`src/rtl/uio_arb_pkg.sv`:
```
// uio_arb_pkg: shared definitions for the uio bus arbiter.
//   - UIO_W       : width of the bidirectional uio pin bank.
//   - arb_state_e : arbiter FSM state encoding (IDLE / TURN / GRANT).
//   - rot_idx()   : round-robin index helper, (base + off) wrapped into [0, n).
package uio_arb_pkg;

  localparam int UIO_W = 8;

  typedef enum logic [1:0] {
    IDLE  = 2'd0,
    TURN  = 2'd1,
    GRANT = 2'd2
  } arb_state_e;

  // base and off are both < n, so a single conditional subtract wraps the sum.
  function automatic int unsigned rot_idx(input int unsigned base,
                                          input int unsigned off,
                                          input int unsigned n);
    int unsigned s;
    s = base + off;
    if (s >= n) s = s - n;
    return s;
  endfunction

endpackage

```
`src/rtl/rr_pick.sv`:
```
// rr_pick: combinational round-robin winner select.
//   req   [NREQ-1:0]  : request vector.
//   ptr   [IDX_W-1:0] : highest-priority index for this pick.
//   valid             : at least one request is set.
//   idx   [IDX_W-1:0] : first set request at or after ptr, wrapping.
module rr_pick
  import uio_arb_pkg::*;
#(
  parameter int NREQ  = 4,
  parameter int IDX_W = 2
) (
  input  logic [NREQ-1:0]  req,
  input  logic [IDX_W-1:0] ptr,
  output logic             valid,
  output logic [IDX_W-1:0] idx
);

  logic [IDX_W-1:0] cand;

  // Scan from the lowest priority to the highest so the last hit, i.e. the
  // request closest to ptr, is the one that sticks.
  always_comb begin
    valid = |req;
    idx   = ptr;
    cand  = ptr;
    for (int k = NREQ - 1; k >= 0; k--) begin
      cand = IDX_W'(rot_idx(32'(ptr), 32'(k), 32'(NREQ)));
      if (req[cand]) idx = cand;
    end
  end

endmodule

```
`src/rtl/uio_bus_arbiter.sv`:
```
// uio_bus_arbiter: shares the 8-bit uio pin bank between NREQ requesters.
// Grants are round-robin, one owner at a time, with a turnaround gap of
// all-zero output enables between owners. Pad outputs are fully registered.
//   clk, rst_n         : clock, asynchronous active-low reset.
//   ena                : global enable; low releases the bank and blocks grants.
//   req / req_dir      : per-requester request and direction (1 = drive pins).
//   req_data           : per-requester output byte, requester i at [8i+7:8i].
//   gnt                : one-hot registered grant.
//   rd_data / rd_valid : uio_in captured while a read-direction owner holds the bank.
//   uio_in / uio_out / uio_oe : pad interface (all oe bits equal).
module uio_bus_arbiter
  import uio_arb_pkg::*;
#(
  parameter int NREQ     = 4,
  parameter int MAX_HOLD = 16,
  parameter int TURN_CYC = 1
) (
  input  logic                  clk,
  input  logic                  rst_n,
  input  logic                  ena,
  input  logic [NREQ-1:0]       req,
  input  logic [NREQ-1:0]       req_dir,
  input  logic [UIO_W*NREQ-1:0] req_data,
  output logic [NREQ-1:0]       gnt,
  output logic [UIO_W-1:0]      rd_data,
  output logic                  rd_valid,
  input  logic [UIO_W-1:0]      uio_in,
  output logic [UIO_W-1:0]      uio_out,
  output logic [UIO_W-1:0]      uio_oe
);

  localparam int IDX_W  = $clog2(NREQ);
  localparam int HOLD_W = (MAX_HOLD > 1) ? $clog2(MAX_HOLD) : 1;
  localparam logic [HOLD_W-1:0] HOLD_LAST = HOLD_W'(MAX_HOLD - 1);
  localparam logic [IDX_W-1:0]  W_LAST    = IDX_W'(NREQ - 1);

  arb_state_e        state_q, state_d;
  logic [IDX_W-1:0]  w_q, w_d;
  logic              dir_q, dir_d;
  logic [IDX_W-1:0]  rr_ptr_q, rr_ptr_d;
  logic [HOLD_W-1:0] hold_cnt_q, hold_cnt_d;
  logic [2:0]        turn_cnt_q, turn_cnt_d;
  logic [NREQ-1:0]   gnt_q, gnt_d;
  logic [UIO_W-1:0]  uio_out_q, uio_out_d;
  logic [UIO_W-1:0]  uio_oe_q, uio_oe_d;
  logic [UIO_W-1:0]  rd_data_q, rd_data_d;
  logic              rd_valid_q, rd_valid_d;

  logic [UIO_W-1:0]  data_arr [NREQ];
  logic              pick_valid;
  logic [IDX_W-1:0]  pick_idx;
  logic              go_grant;
  logic [IDX_W-1:0]  w_new;
  logic              dir_new;
  logic [NREQ-1:0]   others;
  logic              rel_now;

  genvar gi;
  generate
    for (gi = 0; gi < NREQ; gi++) begin : g_data
      assign data_arr[gi] = req_data[UIO_W*gi +: UIO_W];
    end
  endgenerate

  rr_pick #(
    .NREQ  (NREQ),
    .IDX_W (IDX_W)
  ) u_rr_pick (
    .req   (req),
    .ptr   (rr_ptr_q),
    .valid (pick_valid),
    .idx   (pick_idx)
  );

  always_comb begin
    state_d    = state_q;
    w_d        = w_q;
    dir_d      = dir_q;
    rr_ptr_d   = rr_ptr_q;
    hold_cnt_d = hold_cnt_q;
    turn_cnt_d = turn_cnt_q;
    gnt_d      = gnt_q;
    uio_out_d  = uio_out_q;
    uio_oe_d   = uio_oe_q;
    rd_data_d  = rd_data_q;
    rd_valid_d = rd_valid_q;
    go_grant   = 1'b0;
    w_new      = w_q;
    dir_new    = dir_q;

    // Any requester other than the current owner waiting for the bank.
    others  = req & ~(NREQ'(1) << w_q);
    rel_now = !req[w_q] || !ena || ((hold_cnt_q == HOLD_LAST) && (|others));

    case (state_q)
      IDLE: begin
        gnt_d      = '0;
        uio_oe_d   = '0;
        uio_out_d  = '0;
        rd_valid_d = 1'b0;
        hold_cnt_d = '0;
        turn_cnt_d = '0;
        if (ena && pick_valid) begin
          if (TURN_CYC == 0) begin
            go_grant = 1'b1;
            w_new    = pick_idx;
            dir_new  = req_dir[pick_idx];
          end else begin
            state_d    = TURN;
            w_d        = pick_idx;
            dir_d      = req_dir[pick_idx];
            turn_cnt_d = 3'(TURN_CYC);
          end
        end
      end

      TURN: begin
        // Winner and direction are frozen here; only ena can abort.
        if (!ena) begin
          state_d    = IDLE;
          turn_cnt_d = '0;
        end else if (turn_cnt_q <= 3'd1) begin
          go_grant   = 1'b1;
          turn_cnt_d = '0;
        end else begin
          turn_cnt_d = turn_cnt_q - 3'd1;
        end
      end

      GRANT: begin
        if (rel_now) begin
          state_d    = IDLE;
          gnt_d      = '0;
          uio_oe_d   = '0;
          uio_out_d  = '0;
          rd_valid_d = 1'b0;
          hold_cnt_d = '0;
          rr_ptr_d   = (w_q == W_LAST) ? '0 : w_q + IDX_W'(1);
        end else begin
          if (hold_cnt_q != HOLD_LAST) hold_cnt_d = hold_cnt_q + HOLD_W'(1);
          if (dir_q) begin
            uio_oe_d  = '1;
            uio_out_d = data_arr[w_q];
          end else begin
            uio_oe_d   = '0;
            uio_out_d  = '0;
            rd_data_d  = uio_in;
            rd_valid_d = 1'b1;
          end
        end
      end

      default: state_d = IDLE;
    endcase

    // Common entry into GRANT, reached from TURN or directly from IDLE when
    // there is no turnaround. gnt and pin drive appear on the entry edge.
    if (go_grant) begin
      state_d        = GRANT;
      w_d            = w_new;
      dir_d          = dir_new;
      gnt_d          = '0;
      gnt_d[w_new]   = 1'b1;
      hold_cnt_d     = '0;
      rd_valid_d     = 1'b0;
      if (dir_new) begin
        uio_oe_d  = '1;
        uio_out_d = data_arr[w_new];
      end else begin
        uio_oe_d  = '0;
        uio_out_d = '0;
      end
    end
  end

  always_ff @(posedge clk or negedge rst_n) begin
    if (!rst_n) begin
      state_q    <= IDLE;
      w_q        <= '0;
      dir_q      <= 1'b0;
      rr_ptr_q   <= '0;
      hold_cnt_q <= '0;
      turn_cnt_q <= '0;
      gnt_q      <= '0;
      uio_out_q  <= '0;
      uio_oe_q   <= '0;
      rd_data_q  <= '0;
      rd_valid_q <= 1'b0;
    end else begin
      state_q    <= state_d;
      w_q        <= w_d;
      dir_q      <= dir_d;
      rr_ptr_q   <= rr_ptr_d;
      hold_cnt_q <= hold_cnt_d;
      turn_cnt_q <= turn_cnt_d;
      gnt_q      <= gnt_d;
      uio_out_q  <= uio_out_d;
      uio_oe_q   <= uio_oe_d;
      rd_data_q  <= rd_data_d;
      rd_valid_q <= rd_valid_d;
    end
  end

  assign gnt      = gnt_q;
  assign uio_out  = uio_out_q;
  assign uio_oe   = uio_oe_q;
  assign rd_data  = rd_data_q;
  assign rd_valid = rd_valid_q;

endmodule

```
`config.mk`:
```
export PLATFORM = sky130hd
export DESIGN_NAME = uio_bus_arbiter
export DESIGN_NICKNAME = d
export VERILOG_FILES = /design/src/rtl/uio_arb_pkg.sv /design/src/rtl/rr_pick.sv /design/src/rtl/uio_bus_arbiter.sv
export SDC_FILE = /design/constraint.sdc
export NUM_CORES = 1
export LEC_CHECK = 0
export ABC_AREA = 1
export BUFFER_PORTS_ARGS = -buffer_cell sky130_fd_sc_hd__buf_2
export CAP_MARGIN = 20
export CORE_MARGIN = 1.5
export CORE_UTILIZATION = 30
export CTS_CLUSTER_DIAMETER = 80
export CTS_CLUSTER_SIZE = 40
export DETAILED_ROUTE_END_ITERATION = 8
export SETUP_SLACK_MARGIN = 0.3
export SLEW_MARGIN = 0
export SYNTH_ARGS = -nofsm -noshare
export SYNTH_HDL_FRONTEND = slang
export SYNTH_SLANG_ARGS = --single-unit
```
`constraint.sdc`:
```
create_clock -name clk -period 3.6 [get_ports clk]
set_input_delay 0.36 -clock clk [delete_from_list [all_inputs] [get_ports clk]]
set_output_delay 0.36 -clock clk [all_outputs]
set_load 0.05 [all_outputs]
```
-- Word-level counts from Yosys, hierarchy flattened
Cells that the tools add are included.
- bits of input ports: 51
- logic and storage cells: 127
- register bits: 43
- output and inout bits: 29
- add/subtract/negate cells: 10
- bitwise gates (word level): 6
- magnitude comparators: 13
- reduce and logical (&&, ||, !) cells: 19
- mux-type cells: 57
- shift operators: 1
- equal/unequal tests: 10
- operators with widths (kind ; count):
    two-way mux 8 bit ; 8
    case mux 8 bit (2 select lines) ; 2
    two-way mux 2 bit ; 13
    two-way mux 4 bit ; 5
    less-than comparator 2 x 3 -> 1 bit, second input constant ; 6
    binary-select mux 8 bit (select 2 bit) ; 1
    case mux 4 bit (2 select lines) ; 2
    two-way mux 1 bit ; 14
    binary-select mux 1 bit (select 2 bit) ; 6
    >= comparator 3 bit, second input constant ; 4
    inequality test 4 bit, second input constant ; 3
    inequality test 3 bit, second input constant ; 3
    AND reduction 3 bit ; 3
    AND reduction 2 bit ; 4
    OR reduction 4 bit ; 2
    subtractor 2 x 1 -> 2 bit, second input constant ; 4
    adder 2 x 2 -> 3 bit, second input constant ; 2
    two-way mux 3 bit ; 2
    case mux 2 bit (3 select lines) ; 1
    case mux 3 bit (2 select lines) ; 1
    adder 4 x 1 -> 4 bit, second input constant ; 1
    bitwise AND 4 bit ; 1
    == test 2 bit, second input constant ; 2
    == test 4 bit, second input constant ; 1
    other kinds (19) ; 25

-- Longest topological paths before layout
Gate-level depths: netlist of the first run.
- depth after elaboration: 11
- mapped depth: 16
- gate-level depth less buffers: 15

-- By module
Synthesis of the first run repeated with hierarchy kept, for this count alone.
- cells, all modules: 326
- area total of the unflattened synthesis: 2313.5 µm²
- modules (own cells, without submodules) (module ; area each (µm²) ; seq. area each (µm²) ; times used ; cells each):
    uio_bus_arbiter ; 2095.8 ; 900.9 ; 1 ; 276
    rr_pick ; 217.7 ; 0.0 ; 1 ; 50

-- Worst setup path after synthesis of the first run
OpenSTA, ideal clock, no wires.
- path type: register -> register
- start: register w_q[0], in the netlist w_new[0]
- end: register hold_cnt_q[1]
- buffers on the path: 4
- data arrival time: 1.974 ns
- slack: 1.552 ns
- data required time: 3.526 ns
- period minus slack after synthesis: 2.048 ns
- cell stages (with the launch flop): 13
- library setup time: 0.074 ns
- cells stage by stage: dfrtp_1 > buf_4 > inv_1 > buf_2 > buf_4 > ha_1 > o22ai_1 > o21bai_1 > nand2_4 > nor2_8 > buf_6 > nand3_2 > o21ai_2
- longest elaborated chain between the ends: 9
- elaborated cells between the ends (all ways): 15
- classes of those cells: eq/ne (1); shift (1); mux (5); bitwise (2); reduce/logical (6)
- RTL lines (item ; RTL line ; text):
    start, declared ; uio_bus_arbiter.sv:38 ; logic [IDX_W-1:0] w_q, w_d;
    start signal, assigned ; uio_bus_arbiter.sv:191 ; w_q <= w_d;
    left shift 1 x 2 -> 4 bit ; uio_bus_arbiter.sv:92 ; others = req & ~(NREQ'(1) << w_q);
    inverter 4 bit ; uio_bus_arbiter.sv:92 ;
    bitwise AND 4 bit ; uio_bus_arbiter.sv:92 ;
    OR reduction 4 bit ; uio_bus_arbiter.sv:93 ; rel_now = !req[w_q] || !ena || ((hold_cnt_q == HOLD_LAST) && (|others));
    logical AND 1 bit ; uio_bus_arbiter.sv:93 ;
    logical OR 1 bit (*) ; uio_bus_arbiter.sv:93 ;
    two-way mux 4 bit ; uio_bus_arbiter.sv:131 ; if (rel_now) begin
    case mux 4 bit (2 select lines) ; uio_bus_arbiter.sv:95 ; case (state_q)
    two-way mux 4 bit ; uio_bus_arbiter.sv:158 ; if (go_grant) begin
    end signal, assigned ; uio_bus_arbiter.sv:194 ; hold_cnt_q <= hold_cnt_d;
    end, declared ; uio_bus_arbiter.sv:41 ; logic [HOLD_W-1:0] hold_cnt_q, hold_cnt_d;
Every way passes the cells marked *; elsewhere a longest branch is shown, timed or not. The select of a mux whose other input is x is not followed.
A chain may end at the register's enable or synchronous reset.

-- Worst setup path after layout of the first run
- start: register w_q[0], in the netlist w_new[0]
- end: register hold_cnt_q[3]
The elaborated chain is that of the path after synthesis.

==> impl_metrics.env, run 1 <==
export IMPL_crit_arrival_ns=2.85
export IMPL_initialDrtViolationCount=128
export IMPL_finalNetCount=420
export IMPL_drive_gt1_frac=0.358
export IMPL_max_freq_ghz=0.381
export IMPL_grt_remaining_overflow=0
export IMPL_vias=2152
export IMPL_dp_hpwl_um=4110
export IMPL_avgSynthCellArea_um2=7.87
export IMPL_crit_type="register to register"
export IMPL_maxCapViolCount=0
export IMPL_path_cells="inv_1, ha_1, o22ai_1, o21bai_1, nand2_4, nor2_8, o21ai_4, nand2_1, o21ai_1"
export IMPL_cts_resized=0
export IMPL_powerDensity_nw_per_um2=807
export IMPL_fillers=774
export IMPL_cts_hold_buf=0
export IMPL_postRouteAntennaNets=0
export IMPL_std_cell_rows=31
export IMPL_finalSetupViolations=0
export IMPL_critPathRequiredTime_ns=3.82
export IMPL_cp_buffers_inverters=1
export IMPL_synthXorXnorAreaFrac=0.00765
export IMPL_wl_um=5560
export IMPL_clockBufferDepth=2
export IMPL_cts_htree_levels=2
export IMPL_grt_max_degree=37
export IMPL_area_delta_synth_final_pct=22.8
export IMPL_finalCritPeriodShare=0.728
export IMPL_gp_congestion=0.838
export IMPL_cp_max_fo=22
export IMPL_tightest_slew_ns=0.824
export IMPL_io_pins=80
export IMPL_r2r_cells=9
export IMPL_synth_top_family_by_area="simple AND/OR/NAND/NOR gates"
export IMPL_synth_distinct_cells=34
export IMPL_cts_setup_buffers=0
export IMPL_rr_startpoint="w_new[0]$_DFFE_PN0P_"
export IMPL_path_clk_slew_ns=0.08
export IMPL_synth_seq_cells=36
export IMPL_drt_first_pass_iters=4
export IMPL_synth_fa_ha_area_frac=0.0383
export IMPL_p_leak_nw=1.55
export IMPL_seq_area_frac_synth=0.393
export IMPL_fin_tns_setup_ns=0
export IMPL_end_kind="register"
export IMPL_outcome="finished, final reports clean"
export IMPL_synth_top_area_frac=0.393
export IMPL_antenna_found_initial=0
export IMPL_num_antenna_cells=0
export IMPL_netlist_area_um2=2290
export IMPL_timing_slew_headroom=0.450
export IMPL_clk_latency_ns=0.29
export IMPL_crit_cells=9
export IMPL_synth_largest_area_cell="dfrtp_1"
export IMPL_drcViolationCount=0
export IMPL_syn_inst=291
export IMPL_core_area_um2=7330
export IMPL_timing_final_crit_period_ns=2.62
export IMPL_die_x_um=90.4
export IMPL_grt_pass1_vias=1944
export IMPL_synth_compound_area_frac=0.180
export IMPL_ir_worst_vdd_uv=177
export IMPL_die_area_um2=8170
export IMPL_finalInstanceArea_um2=2810
export IMPL_final_cell_mix="nand2_1, buf_2, dfrtp_1"
export IMPL_hold_ws_ns=0.156
export IMPL_layout_commonest_cell="nand2_1"
export IMPL_crit_start="w_new[0]$_DFFE_PN0P_"
export IMPL_wl_met3_um=341
export IMPL_grt_pass1_wl_um=9090
export IMPL_track_usage=0.138
export IMPL_rrSetupSlack_ns=0.98
export IMPL_die_h_um=90.4
export IMPL_met2_length_um=2520
export IMPL_dr_max_layer_used="met4"
export IMPL_cts_buffers=5
export IMPL_cts_tree="yes"
export IMPL_start_util=0.312
export IMPL_hp_class="primary input to asynchronous set/reset pin"
export IMPL_clock_sinks=36
export IMPL_clock_skew_ns=0.00514
export IMPL_critPathTopFamily="flip-flops"
export IMPL_netlist_top_cells_area="dfrtp_1, nand2_1, nand3_1"
export IMPL_place_area_um2=2700
export IMPL_met1Wirelength_um=2630
export IMPL_syn_nets=349
export IMPL_clockRootBuffer="clkbuf_8"
export IMPL_worst_path_max_delay_cell="dfrtp_1"
export IMPL_grt_setup_unrepaired="no"
export IMPL_synthSimpleGateAreaFrac=0.278
export IMPL_synth_warnings=0
export IMPL_viasPerCell=4.66
export IMPL_avgRoutedWirePerCell_um=12.0
export IMPL_crit_path_start_kind="register"
export IMPL_critPathMaxStageDelay_ns=0.77
export IMPL_hold_violations=0
export IMPL_yosys_mux_area_fraction=0
export IMPL_io_buffers=79
export IMPL_slew_violations=0
==> synthesized netlist by cell type <==
library cell and count:
o21ai_4 2, inv_8 1, nor2_1 6, xor2_1 2
buf_2 2, buf_4 9, nand3_2 2, nand3_1 20
ha_1 7, o21ai_1 4, nor3_1 1, buf_1 1
o21ai_0 9, buf_6 2, a31oi_1 1, a21oi_1 16
inv_1 19, dfrtp_1 36, a32o_1 8, o21ai_2 10
nor2_4 1, a21oi_2 2, clkbuf_1 1, nand2_1 96
nand2_2 11, nand2_4 2, clkinv_1 1, o211ai_1 1
o22ai_1 3, o41ai_1 1, nor2_8 1, inv_2 11
o21bai_1 1, nor4_1 1
==> worst reg2reg max path: cells and delay by family, from the launching register on <==
| family | cells | cell delay (ns) |
|---|---|---|
| AO/OA/AOI/OAI | 4 | 0.62 |
| adder cells (fa/ha/maj) | 1 | 0.36 |
| buffers and inverters | 1 | 0.51 |
| flip-flops | 1 | 0.77 |
| AND/OR/NAND/NOR | 3 | 0.30 |
==> per-layer routing <==
| metal | vias up | GRT usage |
|---|---|---|
| li1 | 1089 | - |
| met1 | 985 | 0.184 |
| met2 | 73 | 0.215 |
| met3 | 5 | 0.0370 |
| met4 | 0 | 0.0489 |
| met5 | - | 0 |
==> power by group <==
part / switching (mW) / internal [mW]
logic: 0.899 / 0.363
clock network: 0.156 / 0.205
registers: 0.128 / 0.518
==> through the flow <==
step	util	setup WS (ns)	std cells	power [mW]
after floorplan	-	1.55	291	1.70
after global placement	0.368	1.06	454	1.90
after detailed placement	0.368	0.965	454	1.92
after CTS	0.384	0.947	462	2.29
after global routing	0.384	0.760	462	2.45
final	0.384	0.978	462	2.27
==> worst paths after layout <==
path / to
setup / recovery: hold_cnt_q[3]$_DFFE_PN0P_
hold / removal: rd_data[2]$_DFFE_PN0P_
setup reg to reg: hold_cnt_q[3]$_DFFE_PN0P_
hold reg to reg: rd_data[2]$_DFFE_PN0P_
max in group asynchronous: rr_ptr_q[1]$_DFFE_PN0P_
min in group clk: rd_data[3]$_DFFE_PN0P_
==> final cells by class <==
type	count	area [um^2]	share of cell area
Tap cell	99	124	0.0440
Clock buffer	5	68.8	0.0245
Multi-Input combinational cell	208	1150	0.410
Timing Repair Buffer	79	395	0.141
Inverter	32	128	0.0454
Clock inverter	3	42.5	0.0151
Sequential cell	36	901	0.320
==> sequential cells by signal, summed over array words and instances, names as in the netlist <==
name / cells
rd_valid: 1
uio_oe: 1
gnt: 4
rd_data: 8
turn_cnt_q: 3
rr_ptr_q: 2
uio_out: 8
state_q: 2
hold_cnt_q: 4
w_new: 2
dir_new: 1
==> cell families (layout without fill, tap and decap cells) <==
family / after synthesis / in the layout
AO/OA/AOI/OAI: 58 / 58
AND/OR/NAND/NOR: 141 / 141
buffers and inverters: 47 / 119
XOR/XNOR: 2 / 2
flip-flops: 36 / 36
adder cells (fa/ha/maj): 7 / 7
Power figures use the tool's default switching activity.
==> run 2, diff against run 1 <==
Settings changed: ABC_AREA 1 to 0.
Clock period 3.6 ns to 2.2 ns, I/O delays scaled along.
==> impl_metrics.env, run 2 <==
export IMPL_grt_pass1_wl_um=7600
export IMPL_cts_hold_buf=0
export IMPL_hold_violations=0
export IMPL_finalSetupViolations=0
export IMPL_path_clk_slew_ns=0.07
export IMPL_wl_met3_um=240
export IMPL_antenna_found_initial=0
export IMPL_cts_buffers=5
export IMPL_end_kind="register"
export IMPL_rrSetupSlack_ns=0.12
export IMPL_area_delta_synth_final_pct=34.9
export IMPL_finalCritPeriodShare=0.945
export IMPL_met1Wirelength_um=1900
export IMPL_synth_distinct_cells=43
export IMPL_synth_commonest_cells="dfrtp_1, mux2_2, nand2_1"
export IMPL_clockRootBuffer="clkbuf_8"
export IMPL_timing_slew_headroom=0.461
export IMPL_cts_htree_levels=2
export IMPL_die_h_um=84.3
export IMPL_fin_tns_setup_ns=0
export IMPL_async_flop_share=1.00
export IMPL_hp_class="primary input to asynchronous set/reset pin"
export IMPL_outcome="finished, final reports clean"
export IMPL_met2_length_um=2270
export IMPL_track_usage=0.136
export IMPL_std_cell_rows=29
export IMPL_timing_final_crit_period_ns=2.08
export IMPL_avgRoutedWirePerCell_um=13.9
export IMPL_dr_max_layer_used="met4"
export IMPL_cp_max_fo=8
export IMPL_synth_main_ff_cell="dfrtp_1"
export IMPL_start_util=0.312
export IMPL_crit_arrival_ns=2.25
export IMPL_die_area_um2=7100
export IMPL_clock_skew_ns=0.00478
export IMPL_dp_hpwl_um=3300
export IMPL_final_cell_mix="buf_2, dfrtp_1, nand2_1, mux2_2"
export IMPL_core_area_um2=6350
export IMPL_die_x_um=84.3
export IMPL_drcViolationCount=0
export IMPL_vias=1610
export IMPL_worst_path_max_delay_cell="dfrtp_2"
export IMPL_syn_nets=219
export IMPL_drive_gt1_frac=0.547
export IMPL_grt_remaining_overflow=0
export IMPL_grt_setup_unrepaired="yes"
export IMPL_ir_worst_vdd_uv=637
export IMPL_clk_latency_ns=0.29
export IMPL_synth_most_common_cell="dfrtp_1"
export IMPL_finalNetCount=304
export IMPL_netlist_area_um2=1980
export IMPL_postRouteAntennaNets=0
export IMPL_clock_sinks=36
export IMPL_gp_congestion=0.764
export IMPL_crit_type="register to register"
export IMPL_netlist_top_cells_area="dfrtp_1, mux4_2, mux2_2"
export IMPL_synth_largest_area_cell="dfrtp_1"
export IMPL_syn_inst=161
export IMPL_wl_um=4510
export IMPL_num_antenna_cells=0
export IMPL_slew_violations=0
export IMPL_cts_tree="yes"
export IMPL_io_buffers=79
export IMPL_max_freq_ghz=0.481
export IMPL_seq_area_frac_synth=0.455
export IMPL_synth_warnings=0
export IMPL_synth_top_area_frac=0.455
export IMPL_synth_edf_count=0
export IMPL_critPathRequiredTime_ns=2.37
export IMPL_drt_first_pass_iters=4
export IMPL_place_ws_ns=0.0654
export IMPL_layout_commonest_cell="buf_2"
export IMPL_grt_pass1_vias=1633
export IMPL_grt_max_degree=37
export IMPL_avgSynthCellArea_um2=12.3
export IMPL_io_pins=80
export IMPL_clockBufferDepth=2
export IMPL_critPathMaxStageDelay_ns=0.46
export IMPL_crit_path_start_kind="register"
export IMPL_p_leak_nw=1.34
export IMPL_path_cells="ha_2, or2b_1, a41oi_2, or3b_1, buf_6, nor2_8, mux2_2"
export IMPL_synth_seq_cells=36
export IMPL_initialDrtViolationCount=35
export IMPL_fin_util=0.421
export IMPL_powerDensity_nw_per_um2=1240
export IMPL_maxCapViolCount=0
export IMPL_tightest_slew_ns=0.808
export IMPL_viasPerCell=4.97
export IMPL_layout_setup_ws_ns=0.121
==> run 2: cell count changes after synthesis, moves of 11 or more <==
| cell | change |
|---|---|
| nand2_1 | -85 |
| inv_2 | -11 |
| mux2_2 | +11 |
| inv_1 | -11 |
| a21oi_1 | -12 |
| nand3_1 | -18 |
==> run 2: per-stage QoR <==
step | power [mW] | area (um^2) | hold WS (ns) | instances
finish | 3.30 | 2670 | 0.0219 | 324
global route | 3.55 | 2670 | 0.0839 | 324
CTS | 3.26 | 2600 | 0.0493 | 323
detailed placement | 2.71 | 2440 | 0.366 | 311
global placement | 2.69 | 2440 | 0.355 | 311
floorplan | 2.36 | 1990 | -0.0756 | 161
==> run 2: critical path: cells and delay by family, from the launching register on <==
family | cells | cell delay (ns)
simple gates | 3 | 0.66
flops | 1 | 0.46
mux | 1 | 0.36
fa+ha+maj | 1 | 0.23
buf+inv | 1 | 0.15
compound gates | 1 | 0.12
==> run 2: path summary, 6_finish.rpt <==
kind	start	cells past startpoint	to
min in group clk	uio_in[6]	2	rd_data[6]$_DFFE_PN0P_
worst max register to register	w_new[1]$_DFFE_PN0P_	7	rd_data[7]$_DFFE_PN0P_
max in group asynchronous	rst_n	1	w_new[1]$_DFFE_PN0P_
worst min register to register	uio_out[6]$_DFFE_PN0P_	1	uio_out[6]$_DFFE_PN0P_
worst min-delay path	rst_n	1	gnt[3]$_DFFE_PN0P_
worst max-delay path	w_new[1]$_DFFE_PN0P_	7	rd_data[7]$_DFFE_PN0P_
==> run 2: where the power goes <==
group	leakage (nW)	switching, mW	internal (mW)
combinational	0.819	1.08	0.662
sequential	0.479	0.217	0.855
clock	0.0445	0.233	0.254
==> run 2: layout make-up <==
type / count / area (um^2)
multi-input cells: 105 / 1060
fillers: 622 / 3680
repair buffers: 90 / 485
clock inverters: 1 / 7.51
well taps: 77 / 96.3
flip-flops and latches: 36 / 903
clock buffers: 7 / 86.3
inverters: 8 / 35.0
==> run 2: timing repair <==
action                                  CTS  global route
resized for setup                        12            13
pin swaps                                 1             2
setup buffers                             4             1
endpoints found under the setup margin   25            27
==> run 2: logic make-up after synthesis <==
group / share of synthesized area
mux: 0.178
flops: 0.455
simple gates: 0.106
buf+inv: 0.0549
fa+ha+maj: 0.0442
compound gates: 0.162
==> run 2: layer usage <==
metal,vias to the layer above,GRT usage
met1,773,0.165
li1,771,-
met2,56,0.232
met3,10,0.0374
met5,-,0
met4,0,0.0492
==> run 3, diff against run 2 <==
Clock period 2.2 ns to 2.6 ns, I/O delays scaled along.
==> impl_metrics.env, run 3 (same netlist as run 2, synthesis figures left out) <==
export IMPL_outcome="finished, final reports clean"
export IMPL_gp_congestion=0.758
export IMPL_grt_pass1_wl_um=7710
export IMPL_cts_htree_levels=2
export IMPL_clock_skew_ns=0.00255
export IMPL_timing_slew_headroom=0.462
export IMPL_std_cell_rows=29
export IMPL_place_ws_ns=0.315
export IMPL_p_leak_nw=1.31
export IMPL_crit_type="register to register"
export IMPL_ir_worst_vdd_uv=457
export IMPL_layout_setup_ws_ns=0.428
export IMPL_cts_tree="yes"
export IMPL_cts_buffers=5
export IMPL_maxCapViolCount=0
export IMPL_hp_class="primary input to asynchronous set/reset pin"
export IMPL_viasPerCell=5.04
export IMPL_drcViolationCount=0
export IMPL_fin_tns_setup_ns=0
export IMPL_slew_violations=0
export IMPL_postRouteAntennaNets=0
export IMPL_finalCritPeriodShare=0.835
export IMPL_rrSetupSlack_ns=0.43
export IMPL_area_delta_synth_final_pct=27.5
export IMPL_clk_latency_ns=0.29
export IMPL_final_cell_mix="buf_2, dfrtp_1, nand2_1, mux2_2, mux4_2"
export IMPL_die_x_um=84.3
export IMPL_clock_sinks=36
export IMPL_drt_first_pass_iters=6
export IMPL_layout_commonest_cell="buf_2"
export IMPL_grt_setup_unrepaired="no"
export IMPL_antenna_found_initial=0
export IMPL_die_h_um=84.3
export IMPL_grt_pass1_vias=1609
export IMPL_worst_path_max_delay_cell="dfrtp_1"
export IMPL_dp_hpwl_um=3530
export IMPL_initialDrtViolationCount=70
export IMPL_path_cells="ha_1, or2b_1, a41oi_1, or3b_4, nor2_8, mux2_2"
export IMPL_critPathRequiredTime_ns=2.78
export IMPL_end_kind="register"
export IMPL_io_buffers=79
export IMPL_die_area_um2=7100
export IMPL_hold_ws_ns=0.0587
export IMPL_num_antenna_cells=0
export IMPL_drive_gt1_frac=0.481
export IMPL_tightest_slew_ns=0.806
export IMPL_finalInstanceArea_um2=2530
export IMPL_track_usage=0.138
export IMPL_start_util=0.312
export IMPL_crit_arrival_ns=2.35
export IMPL_wl_um=4530
export IMPL_place_area_um2=2420
export IMPL_io_pins=80
export IMPL_cp_max_fo=9
export IMPL_timing_final_crit_period_ns=2.17
export IMPL_clockRootBuffer="clkbuf_8"
export IMPL_clockBufferDepth=2
export IMPL_grt_max_degree=37
export IMPL_finalSetupViolations=0
export IMPL_crit_path_start_kind="register"
export IMPL_hold_violations=0
export IMPL_path_clk_slew_ns=0.07
export IMPL_avgRoutedWirePerCell_um=14.3
export IMPL_vias=1594
export IMPL_powerDensity_nw_per_um2=1080
export IMPL_core_area_um2=6350
export IMPL_max_freq_ghz=0.460
export IMPL_critPathMaxStageDelay_ns=0.51
export IMPL_finalNetCount=296
export IMPL_grt_remaining_overflow=0
run 3: changes by cell type in the layout (fill, tap and decap cells not counted), sizes merged:
cell and change:
clkbuf -1, buf -8, clkinv +1, clkinvlp -1, bufinv +1
run 3: final timing paths:
kind | from | endpoint | depth (start not counted)
worst max-delay path | w_new[1]$_DFFE_PN0P_ | rd_data[5]$_DFFE_PN0P_ | 6
worst min-delay path | rst_n | turn_cnt_q[0]$_DFFE_PN0P_ | 1
worst max register to register | w_new[1]$_DFFE_PN0P_ | rd_data[5]$_DFFE_PN0P_ | 6
worst min register to register | uio_out[2]$_DFFE_PN0P_ | uio_out[2]$_DFFE_PN0P_ | 1
max in group asynchronous | rst_n | rd_data[6]$_DFFE_PN0P_ | 1
min in group clk | uio_in[7] | rd_data[7]$_DFFE_PN0P_ | 2
run 3: cell type report:
cell class,count,area [um^2]
inverters,8,30.0
clock inverters,2,35.0
flip-flops and latches,36,901
repair buffers,82,418
well taps,77,96.3
clock buffers,6,72.6
multi-input cells,105,975
fillers,628,3820
run 3: worst max-delay path: cells and delay by family, from the launching register on:
kind / cells / cell delay [ns]
adder cells (fa/ha/maj): 1 / 0.26
AND/OR/NAND/NOR: 3 / 0.78
multiplexers: 1 / 0.36
flip-flops: 1 / 0.51
AO/OA/AOI/OAI: 1 / 0.13
run 3: stage by stage:
step            util  instances  power, mW
3_5_place_dp   0.381        308       2.28
3_3_place_gp   0.381        308       2.26
6_report       0.398        316       2.74
4_1_cts        0.398        316       2.78
2_1_floorplan      -        161       1.98
5_1_grt        0.398        316       2.93
run 3: repair_timing:
item,4_1_cts,5_1_grt
resized for setup,1,0
setup endpoints to repair,2,0
hold buffers,0,0
setup buffers,0,0
endpoints found under the hold margin,0,0
run 3: metal layers:
layer / wire length [um] / up-vias / GRT usage
met3: 261 / 7 / 0.0403
met1: 1870 / 776 / 0.166
met2: 2320 / 50 / 0.233
met5: 0 / - / 0
li1: - / 761 / -
met4: 75 / 0 / 0.0551
run 3: power by group:
part | leakage, nW | internal [mW] | switching (mW)
clock network | 0.0552 | 0.284 | 0.198
logic | 0.776 | 0.491 | 0.866
registers | 0.482 | 0.720 | 0.180
total | 1.31 | 1.50 | 1.24
